==> config.mk <==
export PLATFORM = sky130hd
export DESIGN_NAME = nyakuo_decode
export DESIGN_NICKNAME = d
export VERILOG_FILES = /design/src/rtl/nyakuo_pkg.sv /design/src/rtl/nyakuo_fifo.sv /design/src/rtl/nyakuo_decode.sv
export SDC_FILE = /design/constraint.sdc
export NUM_CORES = 1
export LEC_CHECK = 0
export CORE_MARGIN = 8
export CORE_UTILIZATION = 30
export DETAILED_ROUTE_END_ITERATION = 7
export DONT_BUFFER_PORTS = 1
export HOLD_SLACK_MARGIN = 0.02
export SLEW_MARGIN = 30
export SYNTH_ARGS = -nofsm -noshare
export SYNTH_HDL_FRONTEND = slang
export SYNTH_HIERARCHICAL = 1
export SYNTH_SLANG_ARGS = --single-unit
==> constraint.sdc <==
create_clock -name clk -period 7.39 [get_ports clk]
set_input_delay 0.739 -clock clk [delete_from_list [all_inputs] [get_ports clk]]
set_output_delay 0.739 -clock clk [all_outputs]
set_load 0.01 [all_outputs]
==> src/rtl/nyakuo_pkg.sv <==
// Shared decode types for the nyakuo front end: instruction enum, RV32 opcodes, decoded-entry struct.
// The CSR members are always present so downstream logic sees one enum regardless of NYAKUO_ZICSR_EN.
package nyakuo_pkg;

   typedef enum logic [5:0] {
      OP_LUI, OP_AUIPC, OP_JAL, OP_JALR,
      OP_BEQ, OP_BNE, OP_BLT, OP_BGE, OP_BLTU, OP_BGEU,
      OP_LB, OP_LH, OP_LW, OP_LBU, OP_LHU,
      OP_SB, OP_SH, OP_SW,
      OP_ADDI, OP_SLTI, OP_SLTIU, OP_XORI, OP_ORI, OP_ANDI, OP_SLLI, OP_SRLI, OP_SRAI,
      OP_ADD, OP_SUB, OP_SLL, OP_SLT, OP_SLTU, OP_XOR, OP_SRL, OP_SRA, OP_OR, OP_AND,
      OP_FENCE, OP_FENCE_I, OP_ECALL, OP_EBREAK,
      OP_CSRRW, OP_CSRRS, OP_CSRRC, OP_CSRRWI, OP_CSRRSI, OP_CSRRCI
   } op_e;

   localparam logic [6:0] OPC_LUI     = 7'h37;
   localparam logic [6:0] OPC_AUIPC   = 7'h17;
   localparam logic [6:0] OPC_JAL     = 7'h6F;
   localparam logic [6:0] OPC_JALR    = 7'h67;
   localparam logic [6:0] OPC_BRANCH  = 7'h63;
   localparam logic [6:0] OPC_LOAD    = 7'h03;
   localparam logic [6:0] OPC_STORE   = 7'h23;
   localparam logic [6:0] OPC_OPIMM   = 7'h13;
   localparam logic [6:0] OPC_OP      = 7'h33;
   localparam logic [6:0] OPC_MISCMEM = 7'h0F;
   localparam logic [6:0] OPC_SYSTEM  = 7'h73;

   // Width-independent part of an entry; imm and pc (XLEN wide) travel beside it in the buffer.
   typedef struct packed {
      op_e        op;
      logic [4:0] rd;
      logic [4:0] rs1;
      logic [4:0] rs2;
      logic       illegal;
   } dec_t;

   localparam int DEC_W = $bits(dec_t);

endpackage

==> src/rtl/nyakuo_fifo.sv <==
// Decoded-entry buffer: DEPTH-entry FIFO with naturally wrapping pointers and a synchronous flush.
// Callers gate push/pop with full/empty; storage is cleared on reset so the head reads as zero.
module nyakuo_fifo #(
   parameter int WIDTH = 8,
   parameter int DEPTH = 2
) (
   input  logic                    clk,
   input  logic                    rst,
   input  logic                    i_flush,
   input  logic                    i_push,
   input  logic                    i_pop,
   input  logic [WIDTH-1:0]        i_wdata,
   output logic [WIDTH-1:0]        o_rdata,
   output logic [$clog2(DEPTH):0]  o_count
);

   localparam int PW = $clog2(DEPTH);

   logic [PW-1:0]    r_wrPtr;
   logic [PW-1:0]    r_rdPtr;
   logic [PW:0]      r_count;
   logic [WIDTH-1:0] r_mem [DEPTH];

   always_ff @(posedge clk or posedge rst) begin
      if (rst) begin
         r_wrPtr <= '0;
         r_rdPtr <= '0;
         r_count <= '0;
         for (int i = 0; i < DEPTH; i++) r_mem[i] <= '0;
      end else if (i_flush) begin
         r_wrPtr <= '0;
         r_rdPtr <= '0;
         r_count <= '0;
      end else begin
         if (i_push) begin
            r_mem[r_wrPtr] <= i_wdata;
            r_wrPtr        <= r_wrPtr + PW'(1);
         end
         if (i_pop) r_rdPtr <= r_rdPtr + PW'(1);
         if (i_push && !i_pop)      r_count <= r_count + (PW+1)'(1);
         else if (!i_push && i_pop) r_count <= r_count - (PW+1)'(1);
      end
   end

   assign o_rdata = r_mem[r_rdPtr];
   assign o_count = r_count;

endmodule

==> src/rtl/nyakuo_decode.sv <==
// RV32I decoder feeding a small FIFO of decoded entries (latency 1 into an empty buffer).
// Define NYAKUO_ZICSR_EN to decode the six Zicsr instructions; otherwise they are flagged illegal.
module nyakuo_decode
   import nyakuo_pkg::*;
#(
   parameter int XLEN  = 32,
   parameter int DEPTH = 2
) (
   input  logic            clk,
   input  logic            rst,
   input  logic            flush,
   input  logic            in_valid,
   output logic            in_ready,
   input  logic [31:0]     in_instr,
   input  logic [XLEN-1:0] in_pc,
   output logic            out_valid,
   input  logic            out_ready,
   output op_e             out_op,
   output logic [4:0]      out_rd,
   output logic [4:0]      out_rs1,
   output logic [4:0]      out_rs2,
   output logic [XLEN-1:0] out_imm,
   output logic [XLEN-1:0] out_pc,
   output logic            out_illegal
);

   localparam int CW = $clog2(DEPTH) + 1;
   localparam int EW = DEC_W + 2 * XLEN;

   logic [6:0]  w_opc;
   logic [2:0]  w_f3;
   logic [6:0]  w_f7;
   logic [31:0] w_immI, w_immS, w_immB, w_immU, w_immJ;
   op_e         w_op;
   logic        w_legal, w_useRd, w_useRs1, w_useRs2;
   logic [31:0] w_imm32;
   dec_t        w_dec;
   logic [XLEN-1:0] w_imm;
   logic [CW-1:0]   w_count;
   logic [EW-1:0]   w_rdata;
   dec_t        w_head;
   logic        w_push, w_pop;

   assign w_opc  = in_instr[6:0];
   assign w_f3   = in_instr[14:12];
   assign w_f7   = in_instr[31:25];
   assign w_immI = {{20{in_instr[31]}}, in_instr[31:20]};
   assign w_immS = {{20{in_instr[31]}}, in_instr[31:25], in_instr[11:7]};
   assign w_immB = {{19{in_instr[31]}}, in_instr[31], in_instr[7], in_instr[30:25], in_instr[11:8], 1'b0};
   assign w_immU = {in_instr[31:12], 12'b0};
   assign w_immJ = {{11{in_instr[31]}}, in_instr[31], in_instr[19:12], in_instr[20], in_instr[30:21], 1'b0};

   // Each branch claims legality up front and the default arms of inner cases revoke it.
   always_comb begin
      w_op     = OP_ADDI;
      w_legal  = 1'b0;
      w_useRd  = 1'b0;
      w_useRs1 = 1'b0;
      w_useRs2 = 1'b0;
      w_imm32  = '0;
      if (in_instr[1:0] == 2'b11) begin
         case (w_opc)
            OPC_LUI: begin
               w_op = OP_LUI; w_legal = 1'b1; w_useRd = 1'b1; w_imm32 = w_immU;
            end
            OPC_AUIPC: begin
               w_op = OP_AUIPC; w_legal = 1'b1; w_useRd = 1'b1; w_imm32 = w_immU;
            end
            OPC_JAL: begin
               w_op = OP_JAL; w_legal = 1'b1; w_useRd = 1'b1; w_imm32 = w_immJ;
            end
            OPC_JALR: begin
               w_op = OP_JALR; w_legal = (w_f3 == 3'b000);
               w_useRd = 1'b1; w_useRs1 = 1'b1; w_imm32 = w_immI;
            end
            OPC_BRANCH: begin
               w_legal = 1'b1; w_useRs1 = 1'b1; w_useRs2 = 1'b1; w_imm32 = w_immB;
               case (w_f3)
                  3'b000:  w_op = OP_BEQ;
                  3'b001:  w_op = OP_BNE;
                  3'b100:  w_op = OP_BLT;
                  3'b101:  w_op = OP_BGE;
                  3'b110:  w_op = OP_BLTU;
                  3'b111:  w_op = OP_BGEU;
                  default: w_legal = 1'b0;
               endcase
            end
            OPC_LOAD: begin
               w_legal = 1'b1; w_useRd = 1'b1; w_useRs1 = 1'b1; w_imm32 = w_immI;
               case (w_f3)
                  3'b000:  w_op = OP_LB;
                  3'b001:  w_op = OP_LH;
                  3'b010:  w_op = OP_LW;
                  3'b100:  w_op = OP_LBU;
                  3'b101:  w_op = OP_LHU;
                  default: w_legal = 1'b0;
               endcase
            end
            OPC_STORE: begin
               w_legal = 1'b1; w_useRs1 = 1'b1; w_useRs2 = 1'b1; w_imm32 = w_immS;
               case (w_f3)
                  3'b000:  w_op = OP_SB;
                  3'b001:  w_op = OP_SH;
                  3'b010:  w_op = OP_SW;
                  default: w_legal = 1'b0;
               endcase
            end
            OPC_OPIMM: begin
               w_legal = 1'b1; w_useRd = 1'b1; w_useRs1 = 1'b1; w_imm32 = w_immI;
               case (w_f3)
                  3'b000: w_op = OP_ADDI;
                  3'b010: w_op = OP_SLTI;
                  3'b011: w_op = OP_SLTIU;
                  3'b100: w_op = OP_XORI;
                  3'b110: w_op = OP_ORI;
                  3'b111: w_op = OP_ANDI;
                  3'b001: begin
                     w_op = OP_SLLI; w_legal = (w_f7 == 7'h00);
                  end
                  default: begin
                     w_op    = (w_f7 == 7'h20) ? OP_SRAI : OP_SRLI;
                     w_legal = (w_f7 == 7'h00) || (w_f7 == 7'h20);
                  end
               endcase
            end
            OPC_OP: begin
               w_legal = 1'b1; w_useRd = 1'b1; w_useRs1 = 1'b1; w_useRs2 = 1'b1;
               case ({w_f7, w_f3})
                  {7'h00, 3'd0}: w_op = OP_ADD;
                  {7'h20, 3'd0}: w_op = OP_SUB;
                  {7'h00, 3'd1}: w_op = OP_SLL;
                  {7'h00, 3'd2}: w_op = OP_SLT;
                  {7'h00, 3'd3}: w_op = OP_SLTU;
                  {7'h00, 3'd4}: w_op = OP_XOR;
                  {7'h00, 3'd5}: w_op = OP_SRL;
                  {7'h20, 3'd5}: w_op = OP_SRA;
                  {7'h00, 3'd6}: w_op = OP_OR;
                  {7'h00, 3'd7}: w_op = OP_AND;
                  default:       w_legal = 1'b0;
               endcase
            end
            OPC_MISCMEM: begin
               w_legal = 1'b1; w_imm32 = w_immI;
               case (w_f3)
                  3'b000:  w_op = OP_FENCE;
                  3'b001:  w_op = OP_FENCE_I;
                  default: w_legal = 1'b0;
               endcase
            end
            OPC_SYSTEM: begin
               w_imm32 = w_immI;
               if (w_f3 == 3'b000) begin
                  if (in_instr[31:7] == 25'h0) begin
                     w_op = OP_ECALL; w_legal = 1'b1;
                  end else if (in_instr[31:7] == 25'h0002000) begin
                     w_op = OP_EBREAK; w_legal = 1'b1;
                  end
               end
`ifdef NYAKUO_ZICSR_EN
               else if (w_f3 != 3'b100) begin
                  // csr address is zero-extended; the I-variants carry uimm in the rs1 slot
                  w_legal = 1'b1; w_useRd = 1'b1; w_useRs1 = 1'b1;
                  w_imm32 = {20'b0, in_instr[31:20]};
                  case (w_f3)
                     3'b001:  w_op = OP_CSRRW;
                     3'b010:  w_op = OP_CSRRS;
                     3'b011:  w_op = OP_CSRRC;
                     3'b101:  w_op = OP_CSRRWI;
                     3'b110:  w_op = OP_CSRRSI;
                     default: w_op = OP_CSRRCI;
                  endcase
               end
`endif
            end
            default: w_legal = 1'b0;
         endcase
      end
   end

   // Illegal words collapse to a canonical ADDI with every field zeroed.
   always_comb begin
      w_dec.op      = w_legal ? w_op : OP_ADDI;
      w_dec.rd      = (w_legal && w_useRd)  ? in_instr[11:7]  : 5'd0;
      w_dec.rs1     = (w_legal && w_useRs1) ? in_instr[19:15] : 5'd0;
      w_dec.rs2     = (w_legal && w_useRs2) ? in_instr[24:20] : 5'd0;
      w_dec.illegal = ~w_legal;
   end

   assign w_imm = w_legal ? XLEN'(signed'(w_imm32)) : '0;

   assign in_ready  = (w_count < CW'(DEPTH));
   assign out_valid = (w_count != '0);
   assign w_push    = in_valid && in_ready;
   assign w_pop     = out_valid && out_ready;

   nyakuo_fifo #(
      .WIDTH (EW),
      .DEPTH (DEPTH)
   ) u_fifo (
      .clk     (clk),
      .rst     (rst),
      .i_flush (flush),
      .i_push  (w_push),
      .i_pop   (w_pop),
      .i_wdata ({w_dec, w_imm, in_pc}),
      .o_rdata (w_rdata),
      .o_count (w_count)
   );

   assign {w_head, out_imm, out_pc} = w_rdata;
   assign out_op      = w_head.op;
   assign out_rd      = w_head.rd;
   assign out_rs1     = w_head.rs1;
   assign out_rs2     = w_head.rs2;
   assign out_illegal = w_head.illegal;

endmodule
==> results.toml <==
[worst_setup_path]
max_stage_delay_ns = 0.79
crit_chain = "buf_4 -> mux2_2"
r2r_slack_ns = 4.87
cp.required_ns = 6.65
start_kind = "register"
crit_path_end_kind = "output port"
arrival_ns = 2.46
slowest_stage = "buf_4"
critPathKind = "reg -> out"
path_max_fanout = 63

[cells_and_area]
area_growth_pct = 9.22
antenna_cells = 0
fin_cells = 1120
fin_nets = 786
drive_gt1_share_pct = 37.3

[pwr]
p_per_area_mw_per_mm2 = 285
cellLeakagePower_nw = 4.33
total_power_mw = 2.83
ir_drop_mv = 0.158

[sta]
tns_ns = 0
period_needed_ns = 3.20
slew_headroom_pct = 36.8
finalHoldViolCount = 0
setup_slack_ns = 4.19
worstMarginPinSlew_ns = 0.948
slew_viol_final = 0
grt_setup_unrepaired = "false"
timing.fmax_ghz = 0.313
timing.final.crit_share_pct = 43.3
finalSetupViolations = 0
skew_ns = 0.00711

[synth]
synth_top_family_by_area = "multiplexers"
ys_top_cells_by_area = "dfrtp_1, mux2_2, mux2_1, a21oi_1, nand2_1"
netlist_instances = 744
async_flop_share_pct = 100
yosysMostFrequentCell = "mux2_2"
yosys.area.top_type = "dfrtp_1"
ys_ff_latch = 176
synthFlopType = "dfrtp_1"
synth_cell_types = 59
synth_compound_area_share_pct = 6.00
yosysTopAreaCellShare_pct = 48.4
muxShareOfSynthArea_pct = 31.9
seq_area_frac_synth_pct = 48.4
syn_avg_cell_area_um2 = 12.2
netlist_area_mm2 = 0.00909
synthTopCellsByCount = "mux2_2, dfrtp_1, mux2_1"
synth-edff-count = 0
synthAdderAreaFrac_pct = 0
synth_fp_nets = 813
synthXorXnorAreaFrac_pct = 0.578
ys.warnings.count = 6
yosys.area_share.simple_pct = 9.52

[status]
status = "complete, no violations"

[route]
via_per_inst = 5.25
ant_nets = 0
drtIter0Drc = 356
drcViolationCount = 0
wl_per_cell_um = 22.5
num_vias = 5879
dr.pass1.iters = 4
wirelength_um = 25200

[clocking]
cts_hold_buffers = 0
h-tree-depth = 4
clk_path_buf_depth = 2
cts_inserted_buffers = 17
clkSlewWorstSetupHoldPaths_ns = 0.07
cts_tree = "done"
post_cts_buffers = 0
cts_sinks = 176
root_buffer = "clkbuf_16"
clock_latency_ns = 0.43
cts-resized-gates = 0

[floorplanning]
start_util_pct = 30.6
boundaryPins = 157
die_height_um = 190
die_w_um = 190
design.die.area_mm2 = 0.0361
rows = 63
core-area_mm2 = 0.0297

[place]
post-place-cells = 1088
pre_cts_slack_ns = 3.91
hpwl_um = 18000
io_buffers = 0
gp_congestion = 0.883

[global_route]
grt_pass1_vias = 5976
grt_max_degree = 71
overflow = 0
grt_usage_pct = 13.9
grt_antenna_before_repair = 0
grt_pass1_wl_um = 38400

[worst_hold_path]
min_path_type = "in -> async"

[job]
drv_cap = 0
layer usage:
layer  global-route usage [%]  vias to the layer above  routed length [um]
met5                        0                        -                   0
met4                     4.54                        0                 559
met3                     4.27                       29                1800
met2                     21.3                      160               11600
met1                     18.3                     3035               11300
li1                         -                     2655                   -
power by group:
| group | switching (mW) | internal (mW) | total (mW) |
|---|---|---|---|
| Combinational | 0.343 | 0.330 | 0.673 |
| Sequential | 0.112 | 1.16 | 1.27 |
| Clock | 0.429 | 0.459 | 0.889 |
| Total | 0.884 | 1.95 | 2.83 |
cell usage in the layout (no fill, tap or decap), types with 7 or more instances in the layout:
master,synthesis,routed
a21oi_1,36,36
and3_1,13,13
buf_4,7,7
clkbuf_16,0,17
dfrtp_1,176,175
mux2_1,40,40
mux2_2,218,218
nand2_1,39,39
nand3_1,12,12
nor2_1,36,36
nor3_1,11,11
o21ai_0,16,16
cell type report:
| class | count | area, um^2 |
|---|---|---|
| clock buffers | 18 | 439 |
| clock inverters | 14 | 140 |
| fillers | 2950 | 19800 |
| inverters | 6 | 30.0 |
| multi-input cells | 509 | 4380 |
| flip-flops and latches | 176 | 4410 |
| well taps | 390 | 488 |
| repair buffers | 7 | 52.6 |
registers in the layout, indices dropped and copies added, names as in the netlist:
signal          cells
u_fifo/o_count      2
u_fifo/r_wrPtr      1
u_fifo/r_mem      172
u_fifo/r_rdPtr      1
critical path: cells and delay by family, from the launching register on:
kind / cells / cell delay (ns)
buf+inv: 1 / 0.79
mux: 1 / 0.49
flops: 1 / 0.67
worst paths after layout:
path | start | to | cells after the start
max in group asynchronous | rst | u_fifo/r_mem[42] | 2
worst max register to register | u_fifo/o_count[1] | u_fifo/r_mem[129] | 4
worst min-delay path | rst | u_fifo/r_mem[27] | 1
worst min register to register | u_fifo/r_mem[125] | u_fifo/r_mem[125] | 1
worst max-delay path | u_fifo/r_rdPtr | out_op[1] | 2
min in group clk | flush | u_fifo/r_rdPtr | 1
cells by family after synthesis:
group	after synthesis
buffers and inverters	59
flip-flops	176
XOR/XNOR	6
AO/OA/AOI/OAI	88
multiplexers	258
AND/OR/NAND/NOR	157
metrics by stage:
step / area, um^2 / hold slack, ns / utilization (%)
floorplan: 9090 / 0.454 / -
global placement: 9350 / 0.463 / 31.5
detailed placement: 9350 / 0.472 / 31.5
CTS: 9930 / 0.269 / 33.4
global route: 9930 / 0.271 / 33.4
finish: 9930 / 0.253 / 33.4
(Power assumes the default switching activity.)
